==> config.mk <==
export PLATFORM = sky130hd
export DESIGN_NAME = alu_div_seq
export DESIGN_NICKNAME = d
export VERILOG_FILES = /design/src/rtl/alu_div_seq.sv
export SDC_FILE = /design/constraint.sdc
export NUM_CORES = 1
export LEC_CHECK = 0
export CORE_MARGIN = 2
export CORE_UTILIZATION = 55
export DETAILED_ROUTE_END_ITERATION = 16
export DONT_BUFFER_PORTS = 1
export PLACE_DENSITY = 0.7
export SLEW_MARGIN = 10
export SYNTH_ARGS = -nofsm -noshare
export SYNTH_HDL_FRONTEND = slang
export SYNTH_SLANG_ARGS = --single-unit
==> constraint.sdc <==
create_clock -name clk -period 10.2 [get_ports clk]
set_clock_uncertainty 0.1 [all_clocks]
set_input_delay 2.04 -clock clk [delete_from_list [all_inputs] [get_ports clk]]
set_output_delay 2.04 -clock clk [all_outputs]
set_load 0.05 [all_outputs]
==> src/rtl/alu_div_seq.sv <==
// ---------------------------------------------------------------------------
// alu_div_seq
//
// Multi-cycle radix-2 restoring divider for the execute stage. It handles
// signed and unsigned divide/remainder, the RISC-V divide-by-zero and signed
// overflow results, and a half-width word mode whose results are sign-extended
// from bit WIDTH/2-1.
//
// Ports
//   clk         clock, all state updates on the rising edge
//   reset_n     asynchronous active-low reset
//   flush       synchronous abort of any in-flight operation
//   in_valid    request valid
//   in_ready    unit can accept a request (IDLE only)
//   in_op       00 DIV, 01 DIVU, 10 REM, 11 REMU
//   in_word     1 = operate on the low WIDTH/2 bits of the operands
//   in_a        dividend
//   in_b        divisor
//   out_valid   result valid, held until accepted
//   out_ready   consumer accepts the result
//   out_result  quotient or remainder
//   busy        unit is not in IDLE
// ---------------------------------------------------------------------------
module alu_div_seq #(
    parameter int WIDTH = 64
) (
    input  logic             clk,
    input  logic             reset_n,
    input  logic             flush,
    input  logic             in_valid,
    output logic             in_ready,
    input  logic [1:0]       in_op,
    input  logic             in_word,
    input  logic [WIDTH-1:0] in_a,
    input  logic [WIDTH-1:0] in_b,
    output logic             out_valid,
    input  logic             out_ready,
    output logic [WIDTH-1:0] out_result,
    output logic             busy
);

    localparam int HALF = WIDTH / 2;
    localparam int CW   = $clog2(WIDTH + 1);

    localparam logic [WIDTH-1:0] HALF_MASK = {{HALF{1'b0}}, {HALF{1'b1}}};
    localparam logic [WIDTH-1:0] MIN_FULL  = {1'b1, {(WIDTH-1){1'b0}}};
    localparam logic [WIDTH-1:0] MIN_HALF  = {{(HALF+1){1'b0}}, {(HALF-1){1'b0}}} | (WIDTH'(1) << (HALF - 1));

    typedef enum logic [2:0] {
        S_IDLE,
        S_PREP,
        S_ITER,
        S_FIX,
        S_DONE
    } state_t;

    state_t state_reg, state_next;

    logic [1:0]       op_reg;
    logic             word_reg;
    logic [WIDTH-1:0] a_reg;
    logic [WIDTH-1:0] b_reg;
    logic [WIDTH-1:0] rem_reg;
    logic [WIDTH-1:0] quo_reg;
    logic [WIDTH-1:0] bmag_reg;
    logic [CW-1:0]    cnt_reg;
    logic             qneg_reg;
    logic             rneg_reg;
    logic [WIDTH-1:0] result_reg;

    // ------------------------------------------------------------------
    // Operand preparation (evaluated while in PREP from captured operands)
    // ------------------------------------------------------------------
    logic             prep_signed;
    logic [WIDTH-1:0] a_slice, b_slice;
    logic             sign_a, sign_b;
    logic [WIDTH-1:0] a_mag, b_mag;
    logic             b_zero, a_is_min, b_is_m1, overflow, special;
    logic [CW-1:0]    k_val;

    always_comb begin
        prep_signed = ~op_reg[0];
        a_slice     = word_reg ? (a_reg & HALF_MASK) : a_reg;
        b_slice     = word_reg ? (b_reg & HALF_MASK) : b_reg;
        sign_a      = prep_signed & (word_reg ? a_reg[HALF-1] : a_reg[WIDTH-1]);
        sign_b      = prep_signed & (word_reg ? b_reg[HALF-1] : b_reg[WIDTH-1]);
        // Negation of a half-width slice must stay inside the half-width field.
        a_mag       = sign_a ? ((-a_slice) & (word_reg ? HALF_MASK : '1)) : a_slice;
        b_mag       = sign_b ? ((-b_slice) & (word_reg ? HALF_MASK : '1)) : b_slice;
        b_zero      = (b_slice == '0);
        a_is_min    = (a_slice == (word_reg ? MIN_HALF : MIN_FULL));
        b_is_m1     = (b_slice == (word_reg ? HALF_MASK : '1));
        overflow    = prep_signed & a_is_min & b_is_m1;
        special     = b_zero | overflow;
        k_val       = word_reg ? CW'(HALF) : CW'(WIDTH);
    end

    // ------------------------------------------------------------------
    // One restoring step
    // ------------------------------------------------------------------
    logic             shift_in;
    logic [WIDTH:0]   rem_shift;
    logic [WIDTH:0]   trial;
    logic [WIDTH-1:0] rem_step;
    logic [WIDTH-1:0] quo_step;

    always_comb begin
        // In word mode the dividend lives in the low half, so the bit that
        // moves into the remainder is the top of that half.
        shift_in  = word_reg ? quo_reg[HALF-1] : quo_reg[WIDTH-1];
        rem_shift = {rem_reg, shift_in};
        trial     = rem_shift - {1'b0, bmag_reg};
        quo_step  = {quo_reg[WIDTH-2:0], 1'b0};
        rem_step  = rem_shift[WIDTH-1:0];
        // rem < |b| keeps a non-negative difference below 2^WIDTH, so the
        // top bit of the trial is a clean borrow flag.
        if (!trial[WIDTH]) begin
            rem_step    = trial[WIDTH-1:0];
            quo_step[0] = 1'b1;
        end
    end

    // ------------------------------------------------------------------
    // Sign correction and result selection
    // ------------------------------------------------------------------
    logic [WIDTH-1:0] q_fix, r_fix, sel_fix, res_fix;

    always_comb begin
        q_fix   = qneg_reg ? -quo_reg : quo_reg;
        r_fix   = rneg_reg ? -rem_reg : rem_reg;
        sel_fix = op_reg[1] ? r_fix : q_fix;
        res_fix = word_reg ? {{HALF{sel_fix[HALF-1]}}, sel_fix[HALF-1:0]} : sel_fix;
    end

    // ------------------------------------------------------------------
    // FSM
    // ------------------------------------------------------------------
    always_ff @(posedge clk or negedge reset_n) begin
        if (!reset_n) begin
            state_reg <= S_IDLE;
        end else begin
            state_reg <= state_next;
        end
    end

    always_comb begin
        state_next = state_reg;
        case (state_reg)
            S_IDLE:  if (in_valid) state_next = S_PREP;
            S_PREP:  state_next = special ? S_FIX : S_ITER;
            S_ITER:  if (cnt_reg == CW'(1)) state_next = S_FIX;
            S_FIX:   state_next = S_DONE;
            S_DONE:  if (out_ready) state_next = S_IDLE;
            default: state_next = S_IDLE;
        endcase
        if (flush) begin
            state_next = S_IDLE;
        end
    end

    // ------------------------------------------------------------------
    // Datapath registers
    // ------------------------------------------------------------------
    always_ff @(posedge clk or negedge reset_n) begin
        if (!reset_n) begin
            op_reg     <= '0;
            word_reg   <= 1'b0;
            a_reg      <= '0;
            b_reg      <= '0;
            rem_reg    <= '0;
            quo_reg    <= '0;
            bmag_reg   <= '0;
            cnt_reg    <= '0;
            qneg_reg   <= 1'b0;
            rneg_reg   <= 1'b0;
            result_reg <= '0;
        end else if (!flush) begin
            case (state_reg)
                S_IDLE: begin
                    if (in_valid) begin
                        op_reg   <= in_op;
                        word_reg <= in_word;
                        a_reg    <= in_a;
                        b_reg    <= in_b;
                    end
                end
                S_PREP: begin
                    bmag_reg <= b_mag;
                    cnt_reg  <= k_val;
                    if (b_zero) begin
                        quo_reg  <= word_reg ? HALF_MASK : '1;
                        rem_reg  <= a_slice;
                        qneg_reg <= 1'b0;
                        rneg_reg <= 1'b0;
                    end else if (overflow) begin
                        quo_reg  <= a_slice;
                        rem_reg  <= '0;
                        qneg_reg <= 1'b0;
                        rneg_reg <= 1'b0;
                    end else begin
                        quo_reg  <= a_mag;
                        rem_reg  <= '0;
                        qneg_reg <= sign_a ^ sign_b;
                        rneg_reg <= sign_a;
                    end
                end
                S_ITER: begin
                    rem_reg <= rem_step;
                    quo_reg <= quo_step;
                    cnt_reg <= cnt_reg - CW'(1);
                end
                S_FIX: begin
                    result_reg <= res_fix;
                end
                default: ;
            endcase
        end
    end

    assign in_ready   = (state_reg == S_IDLE);
    assign busy       = (state_reg != S_IDLE);
    assign out_valid  = (state_reg == S_DONE);
    assign out_result = result_reg;

endmodule
After elaboration in Yosys (flattened, before gate mapping). Index checks and enable logic that the tools add are counted.

$lt $le $gt $ge: 0. Muxes and demuxes: 32. $mul: 0. Equality and inequality tests: 10. Reductions and logical operators: 9. Add/subtract/negate cells: 6. Bitwise operators: 10. Div/mod/pow operators: 0. Shift operators: 0.

Operator list (count): 64-bit two-way mux (14); 64-bit negation (4); 64-bit case mux with 2 select lines (2); 64-bit bitwise AND (2); 64-bit equality test (2); 65-bit by 64-bit subtractor with 65-bit output (1); 64-bit logical NOT (1); 3-bit case mux with 5 select lines (1); 7-bit case mux with 2 select lines (1); 3-bit two-way mux (4); 1-bit two-way mux (9); 7-bit by 1-bit equality test with 1-bit output (second input constant) (1); 7-bit two-way mux (1); 7-bit by 1-bit subtractor with 7-bit output (second input constant) (1); 3-bit by 2-bit equality test with 1-bit output (second input constant) (2); 3-bit != test (second input constant) (2); 2-bit AND reduction (3); 3-bit AND reduction (2); 1-bit bitwise AND (4); 3-bit by 1-bit equality test with 1-bit output (second input constant) (1); 3-bit equality test (second input constant) (1); 3-bit logical NOT (1); 3-bit by 2-bit != test with 1-bit output (second input constant) (1); 3-bit nonzero test (1); 4 further kinds (5).

Bits in latches: 0. Bits in read-only memories: 0. Register bits after elaboration: 399. RAM bits: 0. Bits of input ports: 136. Memories kept: 0.

Longest topological paths before layout. Gate-level depths: netlist of the first run.

Depth in word-level cells: 8. Depth in mapped cells: 20.

Worst setup path before layout of the first run. Ideal clock, no wire load.

Path kind: flip-flop to flip-flop. From: register word_reg. To: register rem_reg[55]. Arrival time: 4.667 ns. Clock period less this slack: 4.894 ns. Data required time: 9.973 ns. Setup slack: 5.306 ns. Setup time: 0.127 ns. Cell stages (with the launch flop): 21. Cell sequence: dfrtp_1 > clkbuf_1 > clkbuf_1 > buf_1 > clkbuf_1 > mux2i_1 > ha_1 > fa_1 > nand2b_1 > a21oi_1 > o21ai_0 > a21oi_1 > o21ai_0 > o41ai_1 > a21oi_1 > a211oi_1 > buf_2 > buf_2 > nor2_1 > a22oi_1 > nand3_1.

Longest elaborated chain between the ends: 4.

Ends and longest elaborated chain: from (decl) (RTL line 60) `logic word_reg;`; from (signal assigned) (RTL line 182) `word_reg <= in_word;`; 1-bit two-way mux or 64-bit two-way mux (tied branches) (RTL line 110, 84); 65-bit by 64-bit subtractor with 65-bit output or 64-bit logical NOT (tied branches) (RTL line 112, 90); 64-bit two-way mux (on tied branches) (RTL line 117, 190); 64-bit case mux with 2 select lines (*) (RTL line 178) `case (state_reg)`; to (signal assigned) (RTL line 192) `rem_reg <= a_slice;`; to (signal assigned) (RTL line 208) `rem_reg <= rem_step;`; to (decl) (RTL line 63) `logic [WIDTH-1:0] rem_reg;`.

Every way passes the cells marked *; elsewhere a longest branch is shown, timed or not. A chain may end at the register's enable or synchronous reset.

Final worst setup path of the first run.
From: input port flush. To: register rem_reg[5].

Longest elaborated chain between the ends: 2.

Ends and longest elaborated chain: from (decl) (RTL line 29) `input logic flush,`; 1-bit inverter (no line); 2-bit AND reduction (no line).

Every way passes these cells.

==> results of run 1 <==
-- cell families (layout without fill, tap and decap cells) --
group / count (synthesis) / count (layout) / share of synthesized area
adders and majority gates: 72 / 72 / 0.0338
muxes: 150 / 150 / 0.0621
xor gates and xnor gates: 307 / 307 / 0.100
buffers and inverters: 308 / 219 / 0.0436
AOI/OAI and AO/OA: 992 / 992 / 0.218
DFF: 399 / 399 / 0.372
and+or+nand+nor: 979 / 979 / 0.170
other: 0 / 3 / 0
-- layout make-up --
cell class,instances,area share
clock inverters,18,0.00577
multi-input cells,2500,0.550
flip-flops and latches,399,0.349
well taps,615,0.0269
inverters,109,0.0143
clock buffers,65,0.0466
repair buffers,27,0.00708
diodes,3,0.000262
-- layer usage --
layer | share of wire | track usage
met5 | 0 | 0
met4 | 0.024 | 0.0916
met3 | 0.085 | 0.0458
met2 | 0.43 | 0.477
met1 | 0.46 | 0.478
-- per-stage QoR --
| step | worst slack (ps) | cells | cell area, sq um |
|---|---|---|---|
| 2_1_floorplan | 5310 | 3207 | 26900 |
| 3_3_place_gp | 4460 | 3650 | 27100 |
| 3_5_place_dp | 4270 | 3650 | 27100 |
| 4_1_cts | 4850 | 3733 | 28600 |
| 5_1_grt | 4420 | 3735 | 28600 |
| 6_report | 4770 | 3736 | 28600 |
-- worst max path at each step --
stage	from	end	cells past startpoint
global route	flush	rem_reg[5]$_DFFE_PN0P_	8
finish	flush	rem_reg[5]$_DFFE_PN0P_	8
CTS	flush	rem_reg[17]$_DFFE_PN0P_	8
floorplan	word_reg$_DFFE_PN0P_	rem_reg[55]$_DFFE_PN0P_	20
detailed placement	flush	rem_reg[17]$_DFFE_PN0P_	8
global placement	flush	rem_reg[10]$_DFFE_PN0P_	8
-- layout by cell type, fill, tap and decap left out, types with 53 or more instances in the layout --
| master | instances |
|---|---|
| sky130_fd_sc_hd__mux2_2 | 132 |
| sky130_fd_sc_hd__o22ai_1 | 73 |
| sky130_fd_sc_hd__ha_1 | 71 |
| sky130_fd_sc_hd__a21oi_1 | 285 |
| sky130_fd_sc_hd__xnor2_1 | 158 |
| sky130_fd_sc_hd__o21ai_0 | 352 |
| sky130_fd_sc_hd__nor2_1 | 247 |
| sky130_fd_sc_hd__xor2_1 | 149 |
| sky130_fd_sc_hd__nand2_1 | 368 |
| sky130_fd_sc_hd__o31ai_1 | 53 |
| sky130_fd_sc_hd__dfrtp_1 | 396 |
| sky130_fd_sc_hd__nor3_1 | 61 |
| sky130_fd_sc_hd__inv_1 | 108 |
-- critical path, stage by stage --
cell	delay (ps)
sky130_fd_sc_hd__nor2_1	460
sky130_fd_sc_hd__nand2_4	530
sky130_fd_sc_hd__inv_2	570
sky130_fd_sc_hd__nand2_2	700
sky130_fd_sc_hd__nor2_1	930
sky130_fd_sc_hd__buf_4	340
sky130_fd_sc_hd__a22oi_1	90
sky130_fd_sc_hd__o21ai_0	120
==> run_summary.xml, run 1 <==
<?xml version="1.0" encoding="UTF-8"?>
<metrics>
  <group name="run_status">
    <metric name="outcome" unit="">finished, final reports clean</metric>
  </group>
  <group name="die">
    <metric name="die_area" unit="sq mm">0.0506</metric>
    <metric name="initial_core_util" unit="">0.560</metric>
    <metric name="io_pins" unit="">203</metric>
    <metric name="die_y" unit="microns">225</metric>
    <metric name="die_width" unit="microns">225</metric>
    <metric name="row_count" unit="">80</metric>
    <metric name="design.core.area" unit="sq mm">0.0479</metric>
  </group>
  <group name="place">
    <metric name="globalplace.congestion" unit="">0.923</metric>
    <metric name="portBuffers" unit="">0</metric>
    <metric name="dp_hpwl" unit="microns">60300</metric>
  </group>
  <group name="synthesis">
    <metric name="yosys-top-cells-area" unit="">sky130_fd_sc_hd__dfrtp_1 37%, sky130_fd_sc_hd__o21ai_0 6.6%, sky130_fd_sc_hd__mux2_2 5.5%</metric>
    <metric name="synthesis.instances" unit="">3207</metric>
    <metric name="sequential_share_of_the_synthesized_area" unit="">0.372</metric>
    <metric name="yosys.area.top_type_share" unit="">0.372</metric>
    <metric name="synth.distinct_cells" unit="">74</metric>
    <metric name="synth.yosys.warnings" unit="">0</metric>
    <metric name="synth_most_common_cell" unit="">sky130_fd_sc_hd__dfrtp_1</metric>
    <metric name="number_of_enable_type_register_cells_in_the_synthesized_netlist" unit="">0</metric>
    <metric name="synth_top_flop_cell" unit="">sky130_fd_sc_hd__dfrtp_1</metric>
    <metric name="yosysTopAreaCell" unit="">sky130_fd_sc_hd__dfrtp_1</metric>
    <metric name="synth.avg_cell_area" unit="sq um">8.37</metric>
    <metric name="synth_nets" unit="">3415</metric>
    <metric name="syn-cell-area" unit="sq mm">0.0269</metric>
    <metric name="synth.ff_latch_count" unit="">399</metric>
    <metric name="synthArstFlopShare" unit="">1.00</metric>
    <metric name="synth.cells.most_frequent" unit="">399 x sky130_fd_sc_hd__dfrtp_1, 370 x sky130_fd_sc_hd__nand2_1, 352 x sky130_fd_sc_hd__o21ai_0</metric>
  </group>
  <group name="drt">
    <metric name="route.detailed.drc" unit="">0</metric>
    <metric name="drt_pre_antenna_iters" unit="">7</metric>
    <metric name="vias_per_cell" unit="">6.34</metric>
    <metric name="dr.first_iter.drc_count" unit="">2110</metric>
    <metric name="count_of_antenna_violating_nets_left_after_detailed_routing" unit="">0</metric>
    <metric name="detail_route.wl_per_cell" unit="microns">21.8</metric>
    <metric name="number_of_vias_in_the_routed_layout" unit="">23700</metric>
    <metric name="finalWirelength" unit="microns">81400</metric>
  </group>
  <group name="sta">
    <metric name="grt_setup_unrepaired" unit="">no</metric>
    <metric name="max_clock_freq" unit="MHz">184</metric>
    <metric name="final_min_period_over_clock_period" unit="">0.533</metric>
    <metric name="total_setup_violations_reported_at_the_end_of_the_flow" unit="">0</metric>
    <metric name="finalCriticalPeriod" unit="ps">5430</metric>
    <metric name="fin_setup_tns" unit="ps">0</metric>
    <metric name="maxSlewHeadroom" unit="">0.279</metric>
    <metric name="fin_hold_ws" unit="ps">380</metric>
    <metric name="worst-slew-pin-transition" unit="ps">1080</metric>
    <metric name="final-hold-violation-count" unit="">0</metric>
    <metric name="slew_violations" unit="">0</metric>
  </group>
  <group name="clock_tree">
    <metric name="cts_made_buffers" unit="">45</metric>
    <metric name="path_clk_slew" unit="ps">60</metric>
    <metric name="cts_max_level" unit="">2</metric>
    <metric name="numClockSinks" unit="">399</metric>
    <metric name="cts_hold_buf" unit="">0</metric>
    <metric name="cts-root-buf" unit="">sky130_fd_sc_hd__clkbuf_16</metric>
    <metric name="clock_tree.buffer_depth" unit="">3</metric>
    <metric name="post_cts.resized_instances" unit="">0</metric>
    <metric name="cts_setup_buffers" unit="">0</metric>
    <metric name="tritoncts" unit="">yes</metric>
    <metric name="clock_latency" unit="ps">600</metric>
  </group>
  <group name="final_layout">
    <metric name="register_area" unit="sq mm">0.00999</metric>
    <metric name="finalCoreUtilization" unit="">0.597</metric>
    <metric name="final_layout_size_suffix_gt1_frac" unit="">0.0911</metric>
    <metric name="total_area_of_multi_input_combinational_cells" unit="sq mm">0.0158</metric>
    <metric name="filler_cell_count" unit="">4276</metric>
    <metric name="fin_nets" unit="">3290</metric>
    <metric name="area_growth_syn_to_layout" unit="%">6.67</metric>
  </group>
  <group name="setup_path">
    <metric name="start_kind" unit="">input pin</metric>
    <metric name="critical_path.endpoint_type" unit="">register</metric>
    <metric name="timing.reg2reg.setup_slack" unit="ps">5040</metric>
    <metric name="data_arrival_critical_path" unit="ps">5820</metric>
    <metric name="r2r_end" unit="">rem_reg[0]$_DFFE_PN0P_</metric>
    <metric name="timing.setup.critical_path_class" unit="">in2reg</metric>
    <metric name="reg2regPathDepth" unit="">15</metric>
    <metric name="critical_path_peak_fanout" unit="">66</metric>
    <metric name="critPathRequiredTime" unit="ps">10580</metric>
    <metric name="rr_startpoint" unit="">quo_reg[63]$_DFFE_PN0P_</metric>
  </group>
  <group name="global_routing">
    <metric name="grt_use_total" unit="">0.319</metric>
    <metric name="grt_pass1_wl" unit="microns">127000</metric>
    <metric name="overflow_left_after_global_routing" unit="">0</metric>
    <metric name="grt_pass1_vias" unit="">22000</metric>
    <metric name="largest_net_degree_at_the_start_of_global_routing" unit="">400</metric>
    <metric name="initial_antenna_violation_count" unit="">2</metric>
  </group>
  <group name="min_path">
    <metric name="hold_end" unit="">bmag_reg[23]$_DFFE_PN0P_</metric>
    <metric name="holdPathStages" unit="">2</metric>
    <metric name="timing.hold.worst.start" unit="">bmag_reg[23]$_DFFE_PN0P_</metric>
    <metric name="hold_path_class" unit="">reg2reg</metric>
  </group>
  <group name="job">
    <metric name="cap_violations" unit="">0</metric>
  </group>
</metrics>
Power of run 1 is not shown: default switching activity piles up to over one toggle a cycle in this logic, so the estimate is an artifact.
==> run 2: changes to the inputs <==
clock period = 5.1 ns   (was 10.2 ns; I/O delays follow)
==> run 2 against run 1 <==
Effect of this change:
- sequential share of layout area decreased by 0.26 points
- via count increased by 0.48%
- critical path depth increased by 10
- cell area increased by 0.75%
- non-clock buffer count increased by 16
- first-iteration DRC count increased by 14%
- utilization increased by 0.45 points
- setup slack got worse by 4100 ps
- register-to-register slack got worse by 4400 ps
- sequential cell count unchanged
- global-route usage increased by 0.60 points
- wire length increased by 1.5%
- critical endpoint is now rem_reg[6]$_DFFE_PN0P_
==> run_summary.xml, run 2 (synthesis gave the netlist of run 1 again) <==
<?xml version="1.0" encoding="UTF-8"?>
<metrics>
  <group name="run_status">
    <metric name="outcome" unit="">finished, final reports clean</metric>
  </group>
  <group name="drt">
    <metric name="finalWirelength" unit="microns">82600</metric>
    <metric name="vias_per_cell" unit="">6.35</metric>
    <metric name="count_of_antenna_violating_nets_left_after_detailed_routing" unit="">0</metric>
    <metric name="route.detailed.drc" unit="">0</metric>
    <metric name="detail_route.wl_per_cell" unit="microns">22.1</metric>
    <metric name="number_of_vias_in_the_routed_layout" unit="">23800</metric>
    <metric name="drt_pre_antenna_iters" unit="">5</metric>
    <metric name="dr.first_iter.drc_count" unit="">2402</metric>
  </group>
  <group name="sta">
    <metric name="maxSlewHeadroom" unit="">0.291</metric>
    <metric name="total_setup_violations_reported_at_the_end_of_the_flow" unit="">0</metric>
    <metric name="final-hold-violation-count" unit="">0</metric>
    <metric name="finalCriticalPeriod" unit="ps">4480</metric>
    <metric name="fin_setup_tns" unit="ps">0</metric>
    <metric name="max_clock_freq" unit="MHz">223</metric>
    <metric name="final_min_period_over_clock_period" unit="">0.877</metric>
    <metric name="grt_setup_unrepaired" unit="">no</metric>
    <metric name="slew_violations" unit="">0</metric>
    <metric name="worst-slew-pin-transition" unit="ps">1050</metric>
  </group>
  <group name="die">
    <metric name="die_area" unit="sq mm">0.0506</metric>
    <metric name="row_count" unit="">80</metric>
    <metric name="die_width" unit="microns">225</metric>
    <metric name="die_y" unit="microns">225</metric>
    <metric name="design.core.area" unit="sq mm">0.0479</metric>
    <metric name="io_pins" unit="">203</metric>
    <metric name="initial_core_util" unit="">0.560</metric>
  </group>
  <group name="final_layout">
    <metric name="antenna-diode-count" unit="">0</metric>
    <metric name="most-common-layout-cells" unit="">396 x sky130_fd_sc_hd__dfrtp_1, 368 x sky130_fd_sc_hd__nand2_1, 352 x sky130_fd_sc_hd__o21ai_0</metric>
    <metric name="filler_cell_count" unit="">4305</metric>
    <metric name="area_growth_syn_to_layout" unit="%">7.47</metric>
    <metric name="fin_nets" unit="">3305</metric>
    <metric name="register_area" unit="sq mm">0.00999</metric>
    <metric name="final_layout_size_suffix_gt1_frac" unit="">0.0952</metric>
    <metric name="most_frequent_standard_cell_in_the_layout_excluding_fill_and_tap_cells" unit="">sky130_fd_sc_hd__dfrtp_1</metric>
    <metric name="total_area_of_multi_input_combinational_cells" unit="sq mm">0.0158</metric>
    <metric name="finalCoreUtilization" unit="">0.602</metric>
  </group>
  <group name="setup_path">
    <metric name="timing.critical_path.from" unit="">quo_reg[63]$_DFFE_PN0P_</metric>
    <metric name="critical-path-top-delay-family" unit="">compound AO/OA/AOI/OAI gates</metric>
    <metric name="crit_path_top_delay_cell" unit="">sky130_fd_sc_hd__mux2i_1</metric>
    <metric name="critPathBufInv" unit="">4</metric>
    <metric name="data_arrival_critical_path" unit="ps">4810</metric>
    <metric name="critical_path.endpoint_type" unit="">register</metric>
    <metric name="timing.setup.critical_path_class" unit="">reg2reg</metric>
    <metric name="rr_startpoint" unit="">quo_reg[63]$_DFFE_PN0P_</metric>
    <metric name="cpPeakStageDelay" unit="ps">510</metric>
    <metric name="start_kind" unit="">register</metric>
    <metric name="critical_path_peak_fanout" unit="">52</metric>
    <metric name="critical_path.cell_chain" unit="">mux2i_1, ha_1, fa_1, nand2b_1, a21oi_1, o21ai_0, a21oi_1, o21ai_0, buf_4, o41ai_1, buf_4, a211o_1, a211oi_4, buf_12, buf_4, nor2_1, a21oi_1, o21ai_0</metric>
    <metric name="critPathRequiredTime" unit="ps">5430</metric>
  </group>
  <group name="global_routing">
    <metric name="grt_pass1_vias" unit="">22500</metric>
    <metric name="grt_pass1_wl" unit="microns">129000</metric>
    <metric name="initial_antenna_violation_count" unit="">0</metric>
    <metric name="largest_net_degree_at_the_start_of_global_routing" unit="">400</metric>
    <metric name="overflow_left_after_global_routing" unit="">0</metric>
    <metric name="grt_use_total" unit="">0.325</metric>
  </group>
  <group name="clock_tree">
    <metric name="cts_made_buffers" unit="">44</metric>
    <metric name="clock_latency" unit="ps">580</metric>
    <metric name="cts_max_level" unit="">2</metric>
    <metric name="post_cts.resized_instances" unit="">0</metric>
    <metric name="cts-root-buf" unit="">sky130_fd_sc_hd__clkbuf_16</metric>
    <metric name="cts_setup_buffers" unit="">0</metric>
    <metric name="numClockSinks" unit="">399</metric>
    <metric name="cts_hold_buf" unit="">0</metric>
    <metric name="tritoncts" unit="">yes</metric>
    <metric name="path_clk_slew" unit="ps">60</metric>
    <metric name="clock_tree.buffer_depth" unit="">3</metric>
  </group>
  <group name="place">
    <metric name="portBuffers" unit="">0</metric>
    <metric name="dp_hpwl" unit="microns">62200</metric>
    <metric name="globalplace.congestion" unit="">0.938</metric>
  </group>
  <group name="min_path">
    <metric name="hold_path_class" unit="">in2async</metric>
  </group>
  <group name="job">
    <metric name="cap_violations" unit="">0</metric>
  </group>
</metrics>
run 2: path summary, 6_finish.rpt:
path                                        endpoint  slack (ps)  cells past startpoint
max                           rem_reg[6]$_DFFE_PN0P_         620                     18
min                        out_result[3]$_DFFE_PN0P_          40                      0
max reg2reg                   rem_reg[6]$_DFFE_PN0P_         620                     18
min reg2reg                 bmag_reg[26]$_DFFE_PN0P_         380                      2
max in group asynchronous      a_reg[39]$_DFFE_PN0P_        4300                      0
min in group clk            bmag_reg[26]$_DFFE_PN0P_         380                      2
run 2: per-stage QoR:
step / hold WS, ps / area (sq um) / worst slack [ps] / instances
finish: 44.7 / 28900 / 625 / 3746
global route: 24.4 / 28900 / 203 / 3746
CTS: 21.8 / 28900 / 665 / 3746
detailed placement: 371 / 27300 / 684 / 3666
global placement: 366 / 27300 / 772 / 3666
floorplan: 350 / 26900 / 206 / 3207
run 2: cell type report:
cell class | instances | area share
clock buffer | 61 | 0.0442
clock inverter | 19 | 0.0101
inverter | 109 | 0.0142
multi-input combinational | 2500 | 0.546
sequential | 399 | 0.346
tap | 615 | 0.0267
timing repair buffer | 43 | 0.0125
run 2: layer usage:
metal / vias to the layer above / wire length, microns / global-route usage
met5: - / 0 / 0
met4: 0 / 2320 / 0.0983
li1: 11300 / - / -
met1: 11300 / 38600 / 0.496
met3: 140 / 7030 / 0.0447
met2: 1049 / 34700 / 0.475
Power of run 2 is left out for the same reason.
